$ cat config.mk
export PLATFORM = sky130hd
export DESIGN_NAME = lms_seq
export DESIGN_NICKNAME = d
export VERILOG_FILES = /design/src/rtl/lms_seq.sv
export SDC_FILE = /design/constraint.sdc
export NUM_CORES = 1
export LEC_CHECK = 0
export ABC_AREA = 1
export CORE_MARGIN = 2
export CORE_UTILIZATION = 48
export DETAILED_ROUTE_END_ITERATION = 8
export MAX_ROUTING_LAYER = met4
export PLACE_DENSITY = 0.82
export SLEW_MARGIN = 20
export SYNTH_ARGS = -nofsm -noshare
export SYNTH_HDL_FRONTEND = slang
export SYNTH_SLANG_ARGS = --single-unit
export TNS_END_PERCENT = 5
$ cat constraint.sdc
create_clock -name clk -period 2.8 [get_ports clk]
set_clock_uncertainty 0.2 [all_clocks]
set_input_delay 0.42 -clock clk [delete_from_list [all_inputs] [get_ports clk]]
set_output_delay 0.42 -clock clk [all_outputs]
set_load 0.1 [all_outputs]
$ cat src/rtl/lms_seq.sv
// lms_seq: sample sequencer for the 16-tap LMS noise canceller.
// Fires the filter per sample, forms e = d - y, supervises completion.
module lms_seq #(
   parameter int X_W      = 16,
   parameter int Y_W      = 16,
   parameter int E_W      = 16,
   parameter int MU_SHIFT = 4,
   parameter int TMO_CYC  = 64
) (
   input  logic                  clk,
   input  logic                  rst,
   input  logic signed [X_W-1:0] x_in,
   input  logic signed [Y_W-1:0] d_in,
   input  logic                  in_valid,
   output logic                  in_ready,
   input  logic                  adapt_en,
   output logic                  lms_en,
   output logic signed [X_W-1:0] lms_xin,
   output logic signed [E_W-1:0] lms_err,
   output logic                  lms_rst_n,
   input  logic                  lms_update,
   input  logic signed [Y_W-1:0] lms_yout,
   output logic signed [Y_W-1:0] e_out,
   output logic signed [Y_W-1:0] y_out,
   output logic                  out_valid,
   input  logic                  out_ready,
   output logic [15:0]           sample_cnt,
   output logic                  timeout
);

   localparam int CW = $clog2(TMO_CYC);
   localparam logic [CW-1:0] LAST = CW'(TMO_CYC - 1);
   // wide enough to hold both the shifted error and the E_W limits
   localparam int SW = ((Y_W + 1) > E_W) ? Y_W + 2 : E_W + 1;

   localparam logic signed [Y_W:0] Y_MAX = {2'b00, {(Y_W-1){1'b1}}};
   localparam logic signed [Y_W:0] Y_MIN = {2'b11, {(Y_W-1){1'b0}}};
   localparam logic signed [SW-1:0] E_MAX =
      {{(SW-E_W+1){1'b0}}, {(E_W-1){1'b1}}};
   localparam logic signed [SW-1:0] E_MIN =
      {{(SW-E_W+1){1'b1}}, {(E_W-1){1'b0}}};

   typedef enum logic [1:0] {
      S_IDLE,
      S_WAIT,
      S_OUT
   } state_t;

   state_t state, state_nx;

   logic signed [Y_W-1:0] d_reg;
   logic [CW-1:0]         wcnt;
   logic                  rst_n_q;
   logic                  accept, done, tmo, fin;

   logic signed [Y_W:0]   e_full;
   logic signed [Y_W:0]   e_sh;
   logic signed [SW-1:0]  sh_ext;
   logic signed [Y_W-1:0] e_sat;
   logic signed [E_W-1:0] err_sat;

   // error at Y_W+1 bits so d - y can never wrap
   assign e_full = {d_reg[Y_W-1], d_reg} - {lms_yout[Y_W-1], lms_yout};
   assign e_sh   = e_full >>> MU_SHIFT;
   assign sh_ext = {{(SW-Y_W-1){e_sh[Y_W]}}, e_sh};

   // clamp the cleaned sample and the scaled error to their widths
   always_comb begin
      e_sat   = e_full[Y_W-1:0];
      err_sat = sh_ext[E_W-1:0];
      if (e_full > Y_MAX) e_sat = Y_MAX[Y_W-1:0];
      else if (e_full < Y_MIN) e_sat = Y_MIN[Y_W-1:0];
      if (sh_ext > E_MAX) err_sat = E_MAX[E_W-1:0];
      else if (sh_ext < E_MIN) err_sat = E_MIN[E_W-1:0];
   end

   // next-state and per-cycle event decode
   always_comb begin
      state_nx = state;
      accept   = 1'b0;
      done     = 1'b0;
      tmo      = 1'b0;
      fin      = 1'b0;
      unique case (state)
         S_IDLE: begin
            if (in_valid) begin
               accept   = 1'b1;
               state_nx = S_WAIT;
            end
         end
         S_WAIT: begin
            // a completion on the last counted cycle beats the timeout
            if (lms_update) begin
               done     = 1'b1;
               state_nx = S_OUT;
            end else if (wcnt == LAST) begin
               tmo      = 1'b1;
               state_nx = S_IDLE;
            end
         end
         S_OUT: begin
            if (out_ready) begin
               fin      = 1'b1;
               state_nx = S_IDLE;
            end
         end
         default: state_nx = S_IDLE;
      endcase
   end

   assign in_ready  = (state == S_IDLE) & ~rst;
   assign out_valid = (state == S_OUT);
   assign lms_rst_n = rst_n_q & ~rst;

   // state register
   always_ff @(posedge clk) begin
      if (rst) state <= S_IDLE;
      else     state <= state_nx;
   end

   // datapath, filter control and status registers
   always_ff @(posedge clk) begin
      if (rst) begin
         lms_en     <= 1'b0;
         lms_xin    <= '0;
         lms_err    <= '0;
         d_reg      <= '0;
         wcnt       <= '0;
         e_out      <= '0;
         y_out      <= '0;
         sample_cnt <= '0;
         timeout    <= 1'b0;
         rst_n_q    <= 1'b0;
      end else begin
         lms_en  <= accept;
         rst_n_q <= ~tmo;
         if (accept) begin
            lms_xin <= x_in;
            d_reg   <= d_in;
            wcnt    <= '0;
         end else if (state == S_WAIT) begin
            wcnt <= wcnt + 1'b1;
         end
         if (done) begin
            y_out   <= lms_yout;
            e_out   <= e_sat;
            lms_err <= adapt_en ? err_sat : '0;
         end
         if (tmo) timeout <= 1'b1;
         if (fin) sample_cnt <= sample_cnt + 16'd1;
      end
   end

endmodule

* Yosys cells after proc, flatten, opt, wreduce, memory -nomap -nowiden
Index checks and enable logic that the tools add are counted.
** Word-level totals
- Register bits :: 107
- Bits of input ports :: 54
- Output and inout port bits :: 85
- Logic and storage cells :: 50
** Cells by class
- Add/subtract/negate cells :: 3
- Order comparisons :: 4
- Eq/ne operators :: 6
- Mux-type cells :: 19
- Bitwise gates (word level) :: 4
- Reduce and logical (&&, ||, !) cells :: 3
** Operator list (number)
- $mux W16 :: 5
- $gt A17 B16 Y1 const B :: 1
- $lt A17 B16 Y1 const B :: 1
- $sub A16 B16 Y17 :: 1
- $add A16 B1 Y16 const B :: 1
- $gt A13 B16 Y1 const B :: 1
- $lt A13 B16 Y1 const B :: 1
- $mux W1 :: 9
- $mux W2 :: 4
- $add A6 B1 Y6 const B :: 1
- $eq A6 B6 Y1 const B :: 1
- $pmux W2 S3 :: 1
- $ne A3 B3 Y1 const B :: 1
- $reduce_and A3 Y1 :: 1
- $and A1 B1 Y1 :: 2
- $eq A2 B1 Y1 const B :: 1
- $eq A2 B2 Y1 const B :: 1
- $logic_not A2 Y1 :: 1
- $ne A2 B1 Y1 const B :: 1
- $ne A2 B2 Y1 const B :: 1
- $not A1 Y1 :: 2
- $reduce_or A2 Y1 :: 1

* Depth between registers and ports, before layout
Gate-level depths: netlist (run 1).
- Depth in word-level cells :: 5
- Depth in mapped cells :: 16
- Gate-level depth less buffers :: 16

* Worst setup path before layout (run 1)
OpenSTA, ideal clock, no wires.
- Path type :: input port to output port
- Start :: input rst
- End :: output in_ready
- Arrival :: 2789 ps
- Slack :: -609 ps
- Cell stages on the path :: 3
- Path through :: clkbuf_1 -> clkbuf_1 -> nor3_1
** Between the ends
- Longest elaborated chain between the ends :: 2
** Ends and longest elaborated chain
- start: declaration :: RTL line 11 : input logic rst,
- $not A1 Y1 :: RTL line 111 : assign in_ready = (state == S_IDLE) & ~rst;
- $and A1 B1 Y1 :: RTL line 111
- end: declaration :: RTL line 15 : output logic in_ready,
Every way passes these cells.

* Final worst setup path (run 1)
- Start :: input lms_yout[0]
- End :: register e_out[8]
** Between the ends
- Longest elaborated chain between the ends :: 4
- Elaborated cells on any way between the ends :: 5
- Classes of those cells :: add/sub: 1; order compare: 2; mux: 2
** Ends and longest elaborated chain
- start: declaration :: RTL line 22 : input logic signed [Y_W-1:0] lms_yout,
- $sub A16 B16 Y17 (*) :: RTL line 63 : assign e_full = {d_reg[Y_W-1], d_reg} - {lms_yout[Y_W-1], lms_yout};
- $lt A17 B16 Y1 :: RTL line 72 : else if (e_full < Y_MIN) e_sat = Y_MIN[Y_W-1:0];
- $mux W16 :: RTL line 72
- $mux W16 (*) :: RTL line 71 : if (e_full > Y_MAX) e_sat = Y_MAX[Y_W-1:0];
- end signal: assignment :: RTL line 146 : e_out <= e_sat;
- end: declaration :: RTL line 23 : output logic signed [Y_W-1:0] e_out,
Mark *: on every way between the ends. The rest lies on a longest branch, timed or not.
A chain may end at the register's enable or synchronous reset.

==> impl_results.md, run 1 <==
* Starting Density at between 40% and 50%
* Tot GR Track Use at 24.3%
* Initial drt markers at ~170
* DRT antenna net count at 0
* Max clock buf depth at 2
* Routed vias at 4772
* Critical path startpoint: lms_yout[0]
* IO Pins at 139
* Synthesized flop and latch total at 104
* Leakage power at 3.11 nW
* Worst reg2reg setup slack at 440 ps
* CP endpoint: e_out[8]
* Post-synth top area cell: dfxtp_1
* Via density at 5.02
* Wirelength per Cell at 13.4 um
* Fin. max-slew vios at 0
* Fin crit share at 90.8%
* Hold slack final at 270 ps
* Detailed Route WL at 12700 um
* Critical path required time at 2850 ps
* Worst Tran Pin Value at about 500 ps
* Postcts setup bufs at 0
* Cell Pwr Density at about 550 nW/um^2
* N_diodes at 0
* Startpoint types: primary input
* Crit-path max FO at 10
* Status: completed
* Ys flop type: dfxtp_1
* Async set-reset flop share out of synthesis at 0%
* Max Cap Viol at 0
* Core Region at a little under 10000 sq um
* CTS tree: built
* Crit path DAT at 2590 ps
* Slew HR at 66.7%
* Die H at 104 um
* H-tree levels at 3
* Most frequent cells after synthesis: 197 x nand2_1, 104 x dfxtp_1, 73 x a21oi_1, 69 x inv_1, 50 x nand3_1
* Synth top area cells: dfxtp_1 43%, nand2_1 15%, a21oi_1 7.6%
* Initial antenna violation count at 0
* Total power draw at between 3 and 4 mW
* Top cell type's share of synthesized area at 43.4%
* Mapped Cells at 665
* Setup violators final at 0
* Final hold viol count at 0
* Die width at about 100 um
* Die area at 10800 sq um
* Largest net degree at the start of global routing at 48
* First-pass GRT wire length at 21300 um
* Post-DP HPWL at a little under 10000 um
* Clock slew at reported path FFs at 100 ps
* I/O Buffers at 138
* Drt pass-1 iters at 5
* Nets@finish at 886
* DP Worst Slack at -101 ps
* Layout area overhead at 33.8%
* Top-count cell post-synth: nand2_1
* Post-CTS Hold Buffers at 0
* Reg2Reg Capture Point: e_out[8]
* EDFF count, synth at 0
* Critical setup path kind: in2reg
* Syn Area/Cell at 7.21 sq um
* Filler cells at 895
* Min Tclk post-route at 2540 ps
* Routing usage on met2 at 39.0%
* TritonCTS Buffers at 9
* Gpl congestion at 0.923
* Mapped cell area at 4800 sq um
* Post-cts resize count at 0
* # rows at 36
* FMAX at 0.394 GHz
* Largest vdd supply drop at ~0.27 mV
* Synth cell types at 36
* Total global routing overflow at 0
* GR Util met1 at 32.2%
* HP Class: reg2reg
* Clk Latency, worst-skew pair at 370 ps
* Share of post-route cells with drive strength above 1 at roughly 19%
* Vias in the first global route at 4553
* Clk sinks at 104
* Syn_nets at about 740
* Setup WS post-layout at 259 ps
* Root buffer cell: clkbuf_8
* Crit end category: flop
* Residual DRC at 0
* Global route hottest layer: met2
* Worst reg2reg path startpoint: d_reg[0]
* GR Util met3 at 4.14%
* Seq/Total Area, Yosys at 43.4%
* Ys Warns at 0
* Reg2Reg Depth at 13
* RSZ-0062 raised after global routing: false
metal layers:
metal	up-vias	wire length (um)
met3	12	628
met2	144	5890
li1	2427	-
met5	-	0
met4	0	146
met1	2189	6070
logic make-up after synthesis:
| group | after synthesis | share of synthesized area (%) |
|---|---|---|
| AO/OA/AOI/OAI | 121 | 13.3 |
| XOR/XNOR | 13 | 2.37 |
| flip-flops | 104 | 43.4 |
| buffers and inverters | 101 | 8.16 |
| adder cells (fa/ha/maj) | 19 | 5.11 |
| AND/OR/NAND/NOR | 307 | 27.6 |
worst min path at each step:
stage | start | end | slack [ps] | cells past startpoint
6_report | lms_err[3] | lms_err[3] | 270 | 2
3_5_place_dp | lms_err[3] | lms_err[3] | 260 | 2
3_3_place_gp | lms_err[2] | lms_err[2] | 260 | 2
2_1_floorplan | wcnt[5] | wcnt[5] | 250 | 2
4_1_cts | lms_err[3] | lms_err[3] | 270 | 2
5_1_grt | lms_err[6] | lms_err[6] | 290 | 2
critical path: stages:
cell	delay, ps
clkdlybuf4s50_1	460
ha_1	250
fa_1	360
inv_1	70
nand2_1	60
nand2_1	90
nand3_1	70
nand2_1	100
nand2_1	90
nand3_1	100
nand2_2	100
a21oi_4	300
a21oi_1	120
report_power, final:
group	switching, mW	leakage (nW)	internal (mW)
combinational	0.750	2.18	0.312
clock	0.520	0.0907	0.351
sequential	0.0420	0.848	1.55
total	1.31	3.11	2.21
stage by stage:
stage / TNS, ps / util [%] / area [sq um] / cells
2_1_floorplan: 0 / - / 4800 / 665
3_3_place_gp: -273 / 64.2 / 6250 / 935
3_5_place_dp: -1100 / 64.2 / 6250 / 935
4_1_cts: 0 / 66.0 / 6420 / 951
5_1_grt: 0 / 66.0 / 6420 / 951
6_report: 0 / 66.0 / 6420 / 951
final cells by class:
class	count	area [sq um]	area share, %
multi-input cells	460	2330	36.3
flip-flops and latches	104	2080	32.4
repair buffers	164	1390	21.6
inverters	74	278	4.33
well taps	133	166	2.59
clock buffers	12	145	2.26
clock inverters	4	27.5	0.429
cells in the final DEF (no fill, tap or decap), drive strengths merged:
cell type      netlist  final
nand2              203    203
buf                  4    111
dfxtp              104    104
a21oi               75     75
inv                 74     75
clkdlybuf4s50        0     53
nand3               51     51
o21ai               38     38
nor2                33     33
ha                  18     18
clkbuf              23     12
xor2                 9      9
nor3                 7      7
nand4                5      5
xnor2                4      4
o21a                 3      3
or2                  3      3
clkinv               0      3
nand3b               2      2
o21bai               2      2
a31oi                1      1
and2                 1      1
and3                 1      1
o211ai               1      1
a211oi               1      1
nor3b                1      1
fa                   1      1
Power figures use the tool's default switching activity.
==> run 2, diff against run 1 <==
==> config.mk (replaced) <==
export PLATFORM = sky130hd
export DESIGN_NAME = lms_seq
export DESIGN_NICKNAME = d
export VERILOG_FILES = /design/src/rtl/lms_seq.sv
export SDC_FILE = /design/constraint.sdc
export NUM_CORES = 1
export LEC_CHECK = 0
export CORE_UTILIZATION = 47
export DETAILED_ROUTE_END_ITERATION = 8
export MAX_ROUTING_LAYER = met4
export PLACE_DENSITY = 0.81
export SLEW_MARGIN = 15
export SYNTH_ARGS = -nofsm -noshare
export SYNTH_HDL_FRONTEND = slang
export SYNTH_SLANG_ARGS = --single-unit
export TNS_END_PERCENT = 5
==> run 2 against run 1 <==
- area after synthesis is 1.8% lower
- register-to-register slack worse by 360 ps
- synthesized cell count is 20% lower
- power is 10% higher
- die area is 3.6% lower
- routed wire length is 2.4% higher
- combinational power is 12% higher
- sequential share of layout area is 2.2 points lower
- fmax is 8.3% lower
- critical endpoint is now e_out[14]
==> impl_results.md, run 2 <==
* Core Region at 9730 sq um (unchanged)
* Setup violators final at 0 (unchanged)
* Most common cell after layout, fill and taps aside: buf_4 (was nand2_1)
* Ys flop type: dfxtp_1 (unchanged)
* Mapped Cells at 532 (was 665)
* Root buffer cell: clkbuf_8 (unchanged)
* Layout area overhead at 46.7% (was 33.8%)
* Die width at 102 um (was 104 um)
* Startpoint types: primary input (unchanged)
* Initial antenna violation count at 0 (unchanged)
* TritonCTS Buffers at 9 (unchanged)
* Seq/Total Area, Yosys at 44.2% (was 43.4%)
* Async set-reset flop share out of synthesis at 0% (unchanged)
* Clk sinks at 104 (unchanged)
* CTS tree: built (unchanged)
* Worst reg2reg path startpoint: d_reg[1] (was d_reg[0])
* Fin crit share at 99.0% (was 90.8%)
* Clock slew at reported path FFs at 100 ps (about the same)
* Vias in the first global route at 4148 (was 4553)
* Syn Area/Cell at 8.85 sq um (was 7.21 sq um)
* First-pass GRT wire length at 20000 um (was 21300 um)
* Setup WS post-layout at 27.4 ps (was 259 ps)
* DP Worst Slack at -791 ps (was -101 ps)
* EDFF count, synth at 0 (unchanged)
* DRT antenna net count at 0 (unchanged)
* Post-synth top area cell: dfxtp_1 (unchanged)
* Share of post-route cells with drive strength above 1 at 31.7% (was 18.6%)
* Syn_nets at 605 (was 738)
* Synth top area cells: dfxtp_1 44%, a22o_1 5.8%, nand2_1 5.3% (was dfxtp_1 43%, nand2_1 15%, a21oi_1 7.6%)
* Die H at 102 um (was 104 um)
* Largest vdd supply drop at 0.293 mV (was 0.266 mV)
* Max clock buf depth at 2 (unchanged)
* Reg2Reg Capture Point: e_out[14] (was e_out[8])
* H-tree levels at 3 (unchanged)
* Leakage power at 2.97 nW (was 3.11 nW)
* Gpl congestion at 0.892 (was 0.923)
* Hold_sp: lms_yout[1] (was lms_err[3])
* Max Cap Viol at 0 (unchanged)
* Tot GR Track Use at 25.6% (was 24.3%)
* Critical setup path kind: in2reg (unchanged)
* N_diodes at 0 (unchanged)
* Post-CTS Hold Buffers at 0 (unchanged)
* Ys Warns at 0 (unchanged)
* Via density at 5.25 (was 5.02)
* Status: completed (unchanged)
* I/O Buffers at 138 (unchanged)
* Min Tclk post-route at 2770 ps (was 2540 ps)
* Fin. max-slew vios at 0 (unchanged)
* Wirelength per Cell at 15.3 um (was 13.4 um)
* Cells after DPL at 830 (was 935)
* Worst Tran Pin Value at 509 ps (was 498 ps)
* Synth cell types at 53 (was 36)
* Final Core Density at 71.0% (was 66.0%)
* RSZ-0062 raised after global routing: true (was false)
* FMAX at 0.361 GHz (was 0.394 GHz)
* Worst reg2reg setup slack at 80 ps (was 440 ps)
* Detailed Route WL at 13000 um (was 12700 um)
* Initial drt markers at 109 (was 173)
* HP Class: in2reg (was reg2reg)
* Top-count cell post-synth: dfxtp_1 (was nand2_1)
* Residual DRC at 0 (unchanged)
* Crit-path max FO at 7 (was 10)
* Worst Hold Path EP: y_out[1] (was lms_err[3])
* Post-DP HPWL at 9550 um (was 9770 um)
* Total global routing overflow at 0 (unchanged)
* # rows at 36 (unchanged)
* Critical path required time at 2860 ps (was 2850 ps)
* Starting Density at 48.4% (was 49.3%)
* Top cell type's share of synthesized area at 44.2% (was 43.4%)
* Mapped cell area at 4710 sq um (was 4800 sq um)
* Cell Pwr Density at 562 nW/um^2 (was 549 nW/um^2)
* Reg2Reg Depth at 9 (was 13)
* Nets@finish at 790 (was 886)
* Largest net degree at the start of global routing at 34 (was 48)
* Final hold viol count at 0 (unchanged)
* Most frequent cells after synthesis: 104 x dfxtp_1, 66 x nand2_1, 51 x nor2_1, 41 x a21oi_1, 31 x a22o_1 (was 197 x nand2_1, 104 x dfxtp_1, 73 x a21oi_1, 69 x inv_1, 50 x nand3_1)
* Drt pass-1 iters at 4 (was 5)
* Routed vias at 4486 (was 4772)
* Non-Filler Instances at 855 (was 951)
* Commonest cells after routing, fill and taps aside: 150 x buf_4, 100 x dfxtp_1, 65 x nand2_1, 50 x nor2_1, 43 x clkdlybuf4s50_1 (was 197 x nand2_1, 109 x buf_4, 104 x dfxtp_1, 73 x a21oi_1, 68 x inv_1)
* Hold Crit Depth at 3 (was 2)
* Slew HR at 66.0% (was 66.7%)
* Die area at 10400 sq um (was 10800 sq um)
* Synthesized flop and latch total at 104 (unchanged)
* Crit end category: flop (unchanged)
* Crit path DAT at 2830 ps (was 2590 ps)
* IO Pins at 139 (unchanged)
* Clk Latency, worst-skew pair at 360 ps (was 370 ps)
## run 2: report_power, final
group	internal [mW]	switching, mW	leakage, nW
Clock	0.585	0.515	0.122
Sequential	1.55	0.0438	0.848
Combinational	0.448	0.743	2.00
## run 2: through the flow
stage | setup TNS [ps] | instance area (sq um) | total power, mW | hold WS [ps]
6_report | 0 | 6910 | 3.88 | 141
4_1_cts | 0 | 6800 | 3.85 | 233
3_3_place_gp | -14180 | 6350 | 2.69 | 244
5_1_grt | -92.9 | 6910 | 4.02 | 146
2_1_floorplan | -5250 | 4710 | 2.34 | 254
3_5_place_dp | -15200 | 6350 | 2.71 | 249
## run 2: layout make-up
type                            instances  area, sq um
Clock inverter                          3         71.3
Multi-Input combinational cell        375         2650
Sequential cell                       104         2090
Fill cell                             793         2820
Timing Repair Buffer                  205         1680
Inverter                               22         82.6
Clock buffer                           13          169
Tap cell                              133          166
## run 2: worst max-delay path by stage
stage | start | endpoint | slack, ps | cells past startpoint
global placement | lms_yout[0] | e_out[14] | -750 | 10
finish | lms_yout[10] | e_out[14] | 30 | 9
detailed placement | lms_yout[0] | e_out[0] | -790 | 10
global route | lms_yout[10] | e_out[14] | -40 | 9
CTS | lms_yout[3] | e_out[1] | 20 | 11
floorplan | state[1] | sample_cnt[15] | -760 | 7
## run 2: cell families (layout without fill, tap and decap cells)
logic type | after synthesis | in the layout | share of synthesized area [%]
simple gates | 167 | 167 | 15.8
compound gates | 153 | 153 | 22.9
flops | 104 | 104 | 44.2
buf+inv | 53 | 243 | 4.81
fa+ha+maj | 29 | 29 | 7.44
xor+xnor | 23 | 23 | 4.28
mux | 3 | 3 | 0.638
## run 2: what timing repair did
| action | CTS | global route |
|---|---|---|
| endpoints found under the setup margin | 23 | 17 |
| setup buffers | 6 | 3 |
| resized for setup | 48 | 29 |
| pin swaps | 18 | 11 |
## run 2: worst max-delay path: stages
cell and delay (ps):
clkdlybuf4s50_1 500, inv_1 50, ha_1 220, or3_1 360, o221a_1 240, buf_4 140
o311a_4 400, maj3_2 300, a22o_1 190
## run 2: layer usage
layer	global-route usage [%]	share of wire [%]
met1	32.5	47
met2	41.9	48
met3	2.74	3.4
met4	9.89	1.5
met5	-	0
